## src/rtl/fetch_if.sv

```systemverilog
// Fetch-side bundle: backend redirect/hold, I-cache request/response and
// instruction-queue enqueue, seen from the fetch controller (master).
interface fetch_if;
    logic        redirect_valid;
    logic [31:0] redirect_pc;
    logic        stall;
    logic        iq_full;
    logic [31:0] imem_addr;
    logic [3:0]  imem_rmask;
    logic [31:0] imem_rdata;
    logic        imem_resp;
    logic        iq_push;
    logic [31:0] iq_inst;
    logic [31:0] iq_pc;
    logic [31:0] fetch_pc;

    modport master (
        input  redirect_valid, redirect_pc, stall, iq_full, imem_rdata, imem_resp,
        output imem_addr, imem_rmask, iq_push, iq_inst, iq_pc, fetch_pc
    );

    modport slave (
        output redirect_valid, redirect_pc, stall, iq_full, imem_rdata, imem_resp,
        input  imem_addr, imem_rmask, iq_push, iq_inst, iq_pc, fetch_pc
    );
endinterface

```

## src/rtl/fetch_ctrl.sv

```systemverilog
// Single-outstanding instruction fetch controller: issues one I-cache read at a
// time, forwards the response to the instruction queue, and squashes on redirect.
module fetch_ctrl #(
    parameter logic [31:0] RESET_PC = 32'h1eceb000
) (
    input  logic     clk,
    input  logic     rst,
    fetch_if.master  bus
);

    typedef enum logic [1:0] {
        IDLE   = 2'd0,
        WAIT   = 2'd1,
        SQUASH = 2'd2
    } state_t;

    state_t      state, state_next;
    logic [31:0] pc_q, pc_next;
    logic [31:0] issued_pc_q;
    logic        issue, push;

    // NOTE: every signal written here gets a default first, so no path leaves
    // it unassigned and no latch is inferred.
    always_comb begin
        state_next = state;
        pc_next    = pc_q;
        issue      = 1'b0;
        push       = 1'b0;
        case (state)
            IDLE: begin
                if (bus.redirect_valid) begin
                    pc_next = bus.redirect_pc;
                end else if (!bus.stall && !bus.iq_full) begin
                    issue      = 1'b1;
                    state_next = WAIT;
                end
            end
            WAIT: begin
                if (bus.redirect_valid) begin
                    // A response in the same cycle is stale and simply dropped.
                    pc_next    = bus.redirect_pc;
                    state_next = bus.imem_resp ? IDLE : SQUASH;
                end else if (bus.imem_resp) begin
                    push       = 1'b1;
                    pc_next    = pc_q + 32'd4;
                    state_next = IDLE;
                end
            end
            SQUASH: begin
                if (bus.redirect_valid) begin
                    pc_next = bus.redirect_pc;
                end
                if (bus.imem_resp) begin
                    state_next = IDLE;
                end
            end
            default: state_next = IDLE;
        endcase
    end

    // NOTE: sequential state uses non-blocking assignments so every register
    // samples pre-edge values regardless of statement order.
    always_ff @(posedge clk) begin
        if (rst) begin
            pc_q <= RESET_PC;
            // A request already in flight must still have its response eaten.
            if ((state == WAIT || state == SQUASH) && !bus.imem_resp) begin
                state <= SQUASH;
            end else begin
                state <= IDLE;
            end
        end else begin
            state <= state_next;
            pc_q  <= pc_next;
        end
    end

    // NOTE: the issued PC is pure datapath, only read while a request is in
    // flight, so it carries no reset.
    always_ff @(posedge clk) begin
        if (!rst && issue) begin
            issued_pc_q <= pc_q;
        end
    end

    assign bus.imem_rmask = (!rst && issue) ? 4'b1111 : 4'b0000;
    assign bus.imem_addr  = rst ? 32'd0 : ((state == IDLE) ? pc_q : issued_pc_q);
    assign bus.iq_push    = !rst && push;
    assign bus.iq_inst    = (!rst && push) ? bus.imem_rdata : 32'd0;
    assign bus.iq_pc      = (!rst && push) ? issued_pc_q : 32'd0;
    assign bus.fetch_pc   = pc_q;

endmodule
```

## src/flat_wrapper.sv

```systemverilog
// flat-port wrapper written by rule: the top's interface ports become plain ports
module fetch_ctrl_flat 
#(
    parameter logic [31:0] RESET_PC = 32'h1eceb000
)
  (clk, rst, bus_redirect_valid, bus_redirect_pc, bus_stall, bus_iq_full, bus_imem_rdata, bus_imem_resp, bus_imem_addr, bus_imem_rmask, bus_iq_push, bus_iq_inst, bus_iq_pc, bus_fetch_pc);
  fetch_if bus_i ();
  input  logic clk;
  input  logic rst;
  input wire logic [$bits(bus_i.redirect_valid)-1:0] bus_redirect_valid;
  input wire logic [$bits(bus_i.redirect_pc)-1:0] bus_redirect_pc;
  input wire logic [$bits(bus_i.stall)-1:0] bus_stall;
  input wire logic [$bits(bus_i.iq_full)-1:0] bus_iq_full;
  input wire logic [$bits(bus_i.imem_rdata)-1:0] bus_imem_rdata;
  input wire logic [$bits(bus_i.imem_resp)-1:0] bus_imem_resp;
  output wire logic [$bits(bus_i.imem_addr)-1:0] bus_imem_addr;
  output wire logic [$bits(bus_i.imem_rmask)-1:0] bus_imem_rmask;
  output wire logic [$bits(bus_i.iq_push)-1:0] bus_iq_push;
  output wire logic [$bits(bus_i.iq_inst)-1:0] bus_iq_inst;
  output wire logic [$bits(bus_i.iq_pc)-1:0] bus_iq_pc;
  output wire logic [$bits(bus_i.fetch_pc)-1:0] bus_fetch_pc;
  assign bus_i.redirect_valid = bus_redirect_valid;
  assign bus_i.redirect_pc = bus_redirect_pc;
  assign bus_i.stall = bus_stall;
  assign bus_i.iq_full = bus_iq_full;
  assign bus_i.imem_rdata = bus_imem_rdata;
  assign bus_i.imem_resp = bus_imem_resp;
  assign bus_imem_addr = bus_i.imem_addr;
  assign bus_imem_rmask = bus_i.imem_rmask;
  assign bus_iq_push = bus_i.iq_push;
  assign bus_iq_inst = bus_i.iq_inst;
  assign bus_iq_pc = bus_i.iq_pc;
  assign bus_fetch_pc = bus_i.fetch_pc;
  fetch_ctrl #(.RESET_PC(RESET_PC)) u_core (.clk(clk), .rst(rst), .bus(bus_i));
endmodule
```

## config.mk

```make
export PLATFORM = sky130hd
export DESIGN_NAME = fetch_ctrl_flat
export DESIGN_NICKNAME = d
export VERILOG_FILES = /design/src/rtl/fetch_if.sv /design/src/rtl/fetch_ctrl.sv /design/src/flat_wrapper.sv
export SDC_FILE = /design/constraint.sdc
export NUM_CORES = 1
export LEC_CHECK = 0
export CORE_MARGIN = 1
export CORE_UTILIZATION = 69
export CTS_BUF_LIST = sky130_fd_sc_hd__clkbuf_16
export CTS_CLUSTER_SIZE = 40
export DETAILED_ROUTE_END_ITERATION = 10
export DONT_BUFFER_PORTS = 1
export GPL_TIMING_DRIVEN = 0
export HOLD_SLACK_MARGIN = 0.02
export PLACE_DENSITY_LB_ADDON = 0.3
export SLEW_MARGIN = 25
export SYNTH_ARGS = -nofsm -noshare
export SYNTH_HDL_FRONTEND = slang
export SYNTH_SLANG_ARGS = --single-unit
```

## constraint.sdc

```tcl
create_clock -name clk -period 4.1 [get_ports clk]
set_input_delay 0.41 -clock clk [delete_from_list [all_inputs] [get_ports clk]]
set_output_delay 0.41 -clock clk [all_outputs]
set_load 0.01 [all_outputs]
```

## After elaboration in Yosys (flattened, before gate mapping)

Index checks and enable logic that the tools add are counted.

- Equality and inequality tests: 6
- $add $sub $neg: 1
- Multiplexer cells: 23
- Reductions and logical operators: 14

Operators with widths:

| cell | count |
|---|---|
| 32-bit 2-to-1 mux | 7 |
| 32-bit case mux with 2 select lines | 1 |
| 32-bit by 3-bit adder with 32-bit output (second input constant) | 1 |
| 2-bit 2-to-1 mux | 7 |
| 1-bit 2-to-1 mux | 6 |
| 3-bit != test (second input constant) | 2 |
| 2-bit case mux with 3 select lines | 1 |
| 1-bit logical AND | 4 |
| 1-bit logical NOT | 4 |
| 4-bit 2-to-1 mux | 1 |
| 3-bit by 2-bit != test with 1-bit output (second input constant) | 1 |
| 3-bit AND reduction | 1 |
| 2-bit by 1-bit == test with 1-bit output (second input constant) | 1 |
| 2-bit == test (second input constant) | 1 |
| 2-bit logical NOT | 1 |
| 2-bit by 1-bit != test with 1-bit output (second input constant) | 1 |
| 2-bit AND reduction | 1 |
| 2-bit nonzero test | 1 |
| 2-bit OR reduction | 1 |
| 1-bit logical OR | 1 |

- Logic and storage cells: 47
- Register bits after elaboration: 66

## Longest topological paths before layout

- Depth after elaboration: 7
- Depth in mapped cells: 10
- Mapped depth without buffers: 7

## Least setup slack after synthesis

Ideal clock, no wire load.

- Kind: register -> output
- Start: register u_core.state[0]
- End: output port bus_imem_rmask[1]
- Data required time: 3.690 ns
- Cell stages (with the launch flop): 7
- Buffers on the path: 3
- Arrival: 2.622 ns
- Slack: 1.068 ns
- Cell sequence: edfxtp_1 -> inv_1 -> ha_1 -> buf_2 -> buf_1 -> and3_1 -> buf_4

- Word-level cells in the longest chain between the ends: 4

RTL lines:

| element | RTL line | text |
|---|---|---|
| from (decl) | fetch_ctrl.sv:17 | `state_t state, state_next;` |
| from (signal assigned) | fetch_ctrl.sv:73 | `state <= state_next;` |
| 2-bit logical NOT | fetch_ctrl.sv:29 | `case (state)` |
| 1-bit 2-to-1 mux | fetch_ctrl.sv:29 |  |
| 1-bit logical AND | fetch_ctrl.sv:86 | `assign bus.imem_rmask = (!rst && issue) ? 4'b1111 : 4'b0000;` |
| 4-bit 2-to-1 mux | fetch_ctrl.sv:86 |  |
| to (decl) | flat_wrapper.sv:17 | `output wire logic [$bits(bus_i.imem_rmask)-1:0] bus_imem_rmask;` |

No other way between the ends.

## Worst setup path after layout

- Start: register u_core.state[0]
- End: output port bus_imem_rmask[2]

Same word-level chain as after synthesis.

==> flow_metrics.py <==
metrics = {
    "grt": {
        "grt-ovfl-total": 0,
        "grt_pass1_wl_um": 18700,
        "grt_use_total_pct": 40.3,
        "antenna_found_initial": 0,
        "grt_pass1_vias": 3480,
        "grt_max_degree": 30,
    },
    "sta": {
        "slew_viol_final": 0,
        "setup-tns-final_ns": 0,
        "finalHoldViolCount": 0,
        "max_freq_ghz": 0.313,
        "slew_headroom_pct": 43.0,
        "finalCritPeriodShare_pct": 78.0,
        "fin_skew_ns": 0.00600,
        "setup_viol": 0,
        "fin_ws_ns": 0.904,
        "worst_pin_slew_ns": 0.848,
        "rsz0062_at_grt": "no",
        "period_needed_ns": 3.20,
    },
    "detailed_routing": {
        "wirelength_um": 12800,
        "drt-pass1-iter-count": 8,
        "drt_iter0_drc": 497,
        "drc": 0,
        "vias": 3991,
        "ant_nets": 0,
        "avgRoutedWirePerCell_um": 23.1,
        "viasPerCell": 7.19,
    },
    "synth": {
        "ys.flop_type": "edfxtp_1",
        "ys_top_cells_by_area": "edfxtp_1, dfxtp_1, and2_1",
        "synth_top_area_share_pct": 24.9,
        "synthMostInstantiatedCell": "and2_1",
        "syn_inst": 466,
        "ys_top_cells_by_count": "and2_1, nor2_1, mux2i_1",
        "synth_cell_types": 54,
        "synth_area_um2": 4100,
        "yosys_warnings": 0,
        "synth.avg_cell_area_um2": 8.81,
        "synth_seq_cells": 66,
        "seq_area_frac_synth_pct": 40.5,
        "yosys.area.top_type": "edfxtp_1",
        "syn_nets": 541,
        "synthArstFlopShare_pct": 0,
        "synth_edf_count": 34,
    },
    "placement": {
        "pre_cts_slack_ns": 1.31,
        "dp_cells": 539,
        "hpwlAfterDp_um": 8980,
        "io_buffers": 0,
        "gp_congestion": 0.972,
    },
    "cts": {
        "cts_setup_buffers": 0,
        "hold_buffers": 0,
        "ctsResizeCount": 0,
        "clockBufferDepth": 2,
        "clkTransAtPathRegs_ns": 0.06,
        "cts-buffers-inserted": 9,
        "insertion_delay_ns": 0.34,
        "root_buffer": "clkbuf_16",
        "h-tree-depth": 3,
        "cts_tree": "done",
        "cts_sinks": 66,
    },
    "finish": {
        "multi_input_area_um2": 2260,
        "diodes": 0,
        "drive_gt1_share_pct": 7.45,
        "finalNetCount": 553,
        "final_cells": 555,
        "final_util_pct": 81.3,
        "num-fill-cells": 356,
        "seq_area_um2": 1660,
        "areaGrowthSynthToFinish_pct": 11.1,
    },
    "worst_hold_path": {
        "hold_class": "input port to flop",
        "hold_start": "bus_redirect_pc[31]",
    },
    "critical_path": {
        "rr_startpoint": "u_core.state[0]",
        "crit_arrival_ns": 2.79,
        "cp.required_ns": 3.69,
        "setup.worst_path.start": "u_core.state[0]",
        "critPathKind": "flop to output port",
        "endpoint_kind": "output port",
        "start_kind": "flop",
        "worstPathMaxFanout": 29,
    },
    "floorplan": {
        "fp.dieArea_um2": 6260,
        "core-area_um2": 5610,
        "io_pins": 203,
        "core.rowCount": 27,
        "initial_utilization_pct": 73.2,
        "fp.dieH_um": 79.1,
        "die_w_um": 79.1,
    },
    "status": {
        "outcome": "finished, final reports clean",
    },
    "pwr": {
        "leakagePower_uw": 0.00174,
        "ir_drop_mv": 0.588,
        "p_per_area_nw_per_um2": 707,
    },
    "job": {
        "cap_violations": 0,
    },
}
## state kept, by name, indices dropped and copies added (netlist names)
name	flops
u_core.issued_pc_q	32
u_core.bus.fetch_pc	32
u_core.state	2
## area by class of cell
type | count | area share, %
Buffer | 36 | 3.40
Clock buffer | 9 | 4.94
Clock inverter | 7 | 2.58
Inverter | 8 | 0.659
Multi-Input combinational cell | 356 | 49.5
Sequential cell | 66 | 36.5
Tap cell | 72 | 1.98
Timing Repair Buffer | 1 | 0.439
## worst max-delay path, stage by stage (launching register included)
cell and delay [ns]:
edfxtp_1 0.45, inv_1 0.15, ha_1 0.17, buf_2 0.29
buf_1 0.51, and3_2 0.46, buf_12 0.23, buf_4 0.16
## metrics by stage
stage               hold slack [ns]  cell area [µm²]  power, µW
floorplan                     0.494             4100       1970
global placement              0.513             4190       2240
detailed placement            0.528             4220       2290
CTS                           0.229             4560       3170
global route                  0.238             4560       3340
finish                        0.220             4560       3220
## kinds of logic (layout without fill, tap and decap cells)
kind of cell / after synthesis / in the layout / synth area share, %
buffers and inverters: 44 / 61 / 4.51
and+or+nand+nor: 217 / 217 / 29.2
muxes: 35 / 35 / 8.54
DFF: 66 / 66 / 40.5
AOI/OAI and AO/OA: 99 / 99 / 15.8
adders and majority gates: 5 / 5 / 1.52
## path summary, 6_finish.rpt
check                                          endpoint  slack (ns)  depth (start not counted)
worst max-delay path                  bus_imem_rmask[2]        0.90                          7
worst min-delay path            u_core.bus.fetch_pc[31]        0.22                          2
worst max register to register  u_core.bus.fetch_pc[27]        1.23                          8
worst min register to register    u_core.issued_pc_q[4]        0.53                          0
## cell usage in the layout, fill, tap and decap left out, drive strengths merged, types with 5 or more instances in the layout
cell,n
ha,5
a211oi,7
and3,7
nand3,8
o21ai,19
buf,16
nand4,12
and2,68
and4,5
nand2,28
clkbuf,30
mux2i,35
dfxtp,32
a31oi,11
edfxtp,34
a21oi,30
nor2,60
nor3,11
inv,7
## where the power goes
group,internal [µW],switching [µW]
sequential,846,269
clock,592,291
combinational,425,800
total,1860,1360
## routing by layer
layer  part of all wire [%]  vias to the layer above  wire length (µm)  global-route usage (%)
met5                      0                        -                 0                       0
met4                    3.3                        0               419                    17.1
met3                     12                       47              1510                    10.5
met2                     50                      345              6380                    66.4
met1                     35                     1886              4540                    49.9
li1                       -                     1713                 -                       -
(Power assumes the default switching activity.)
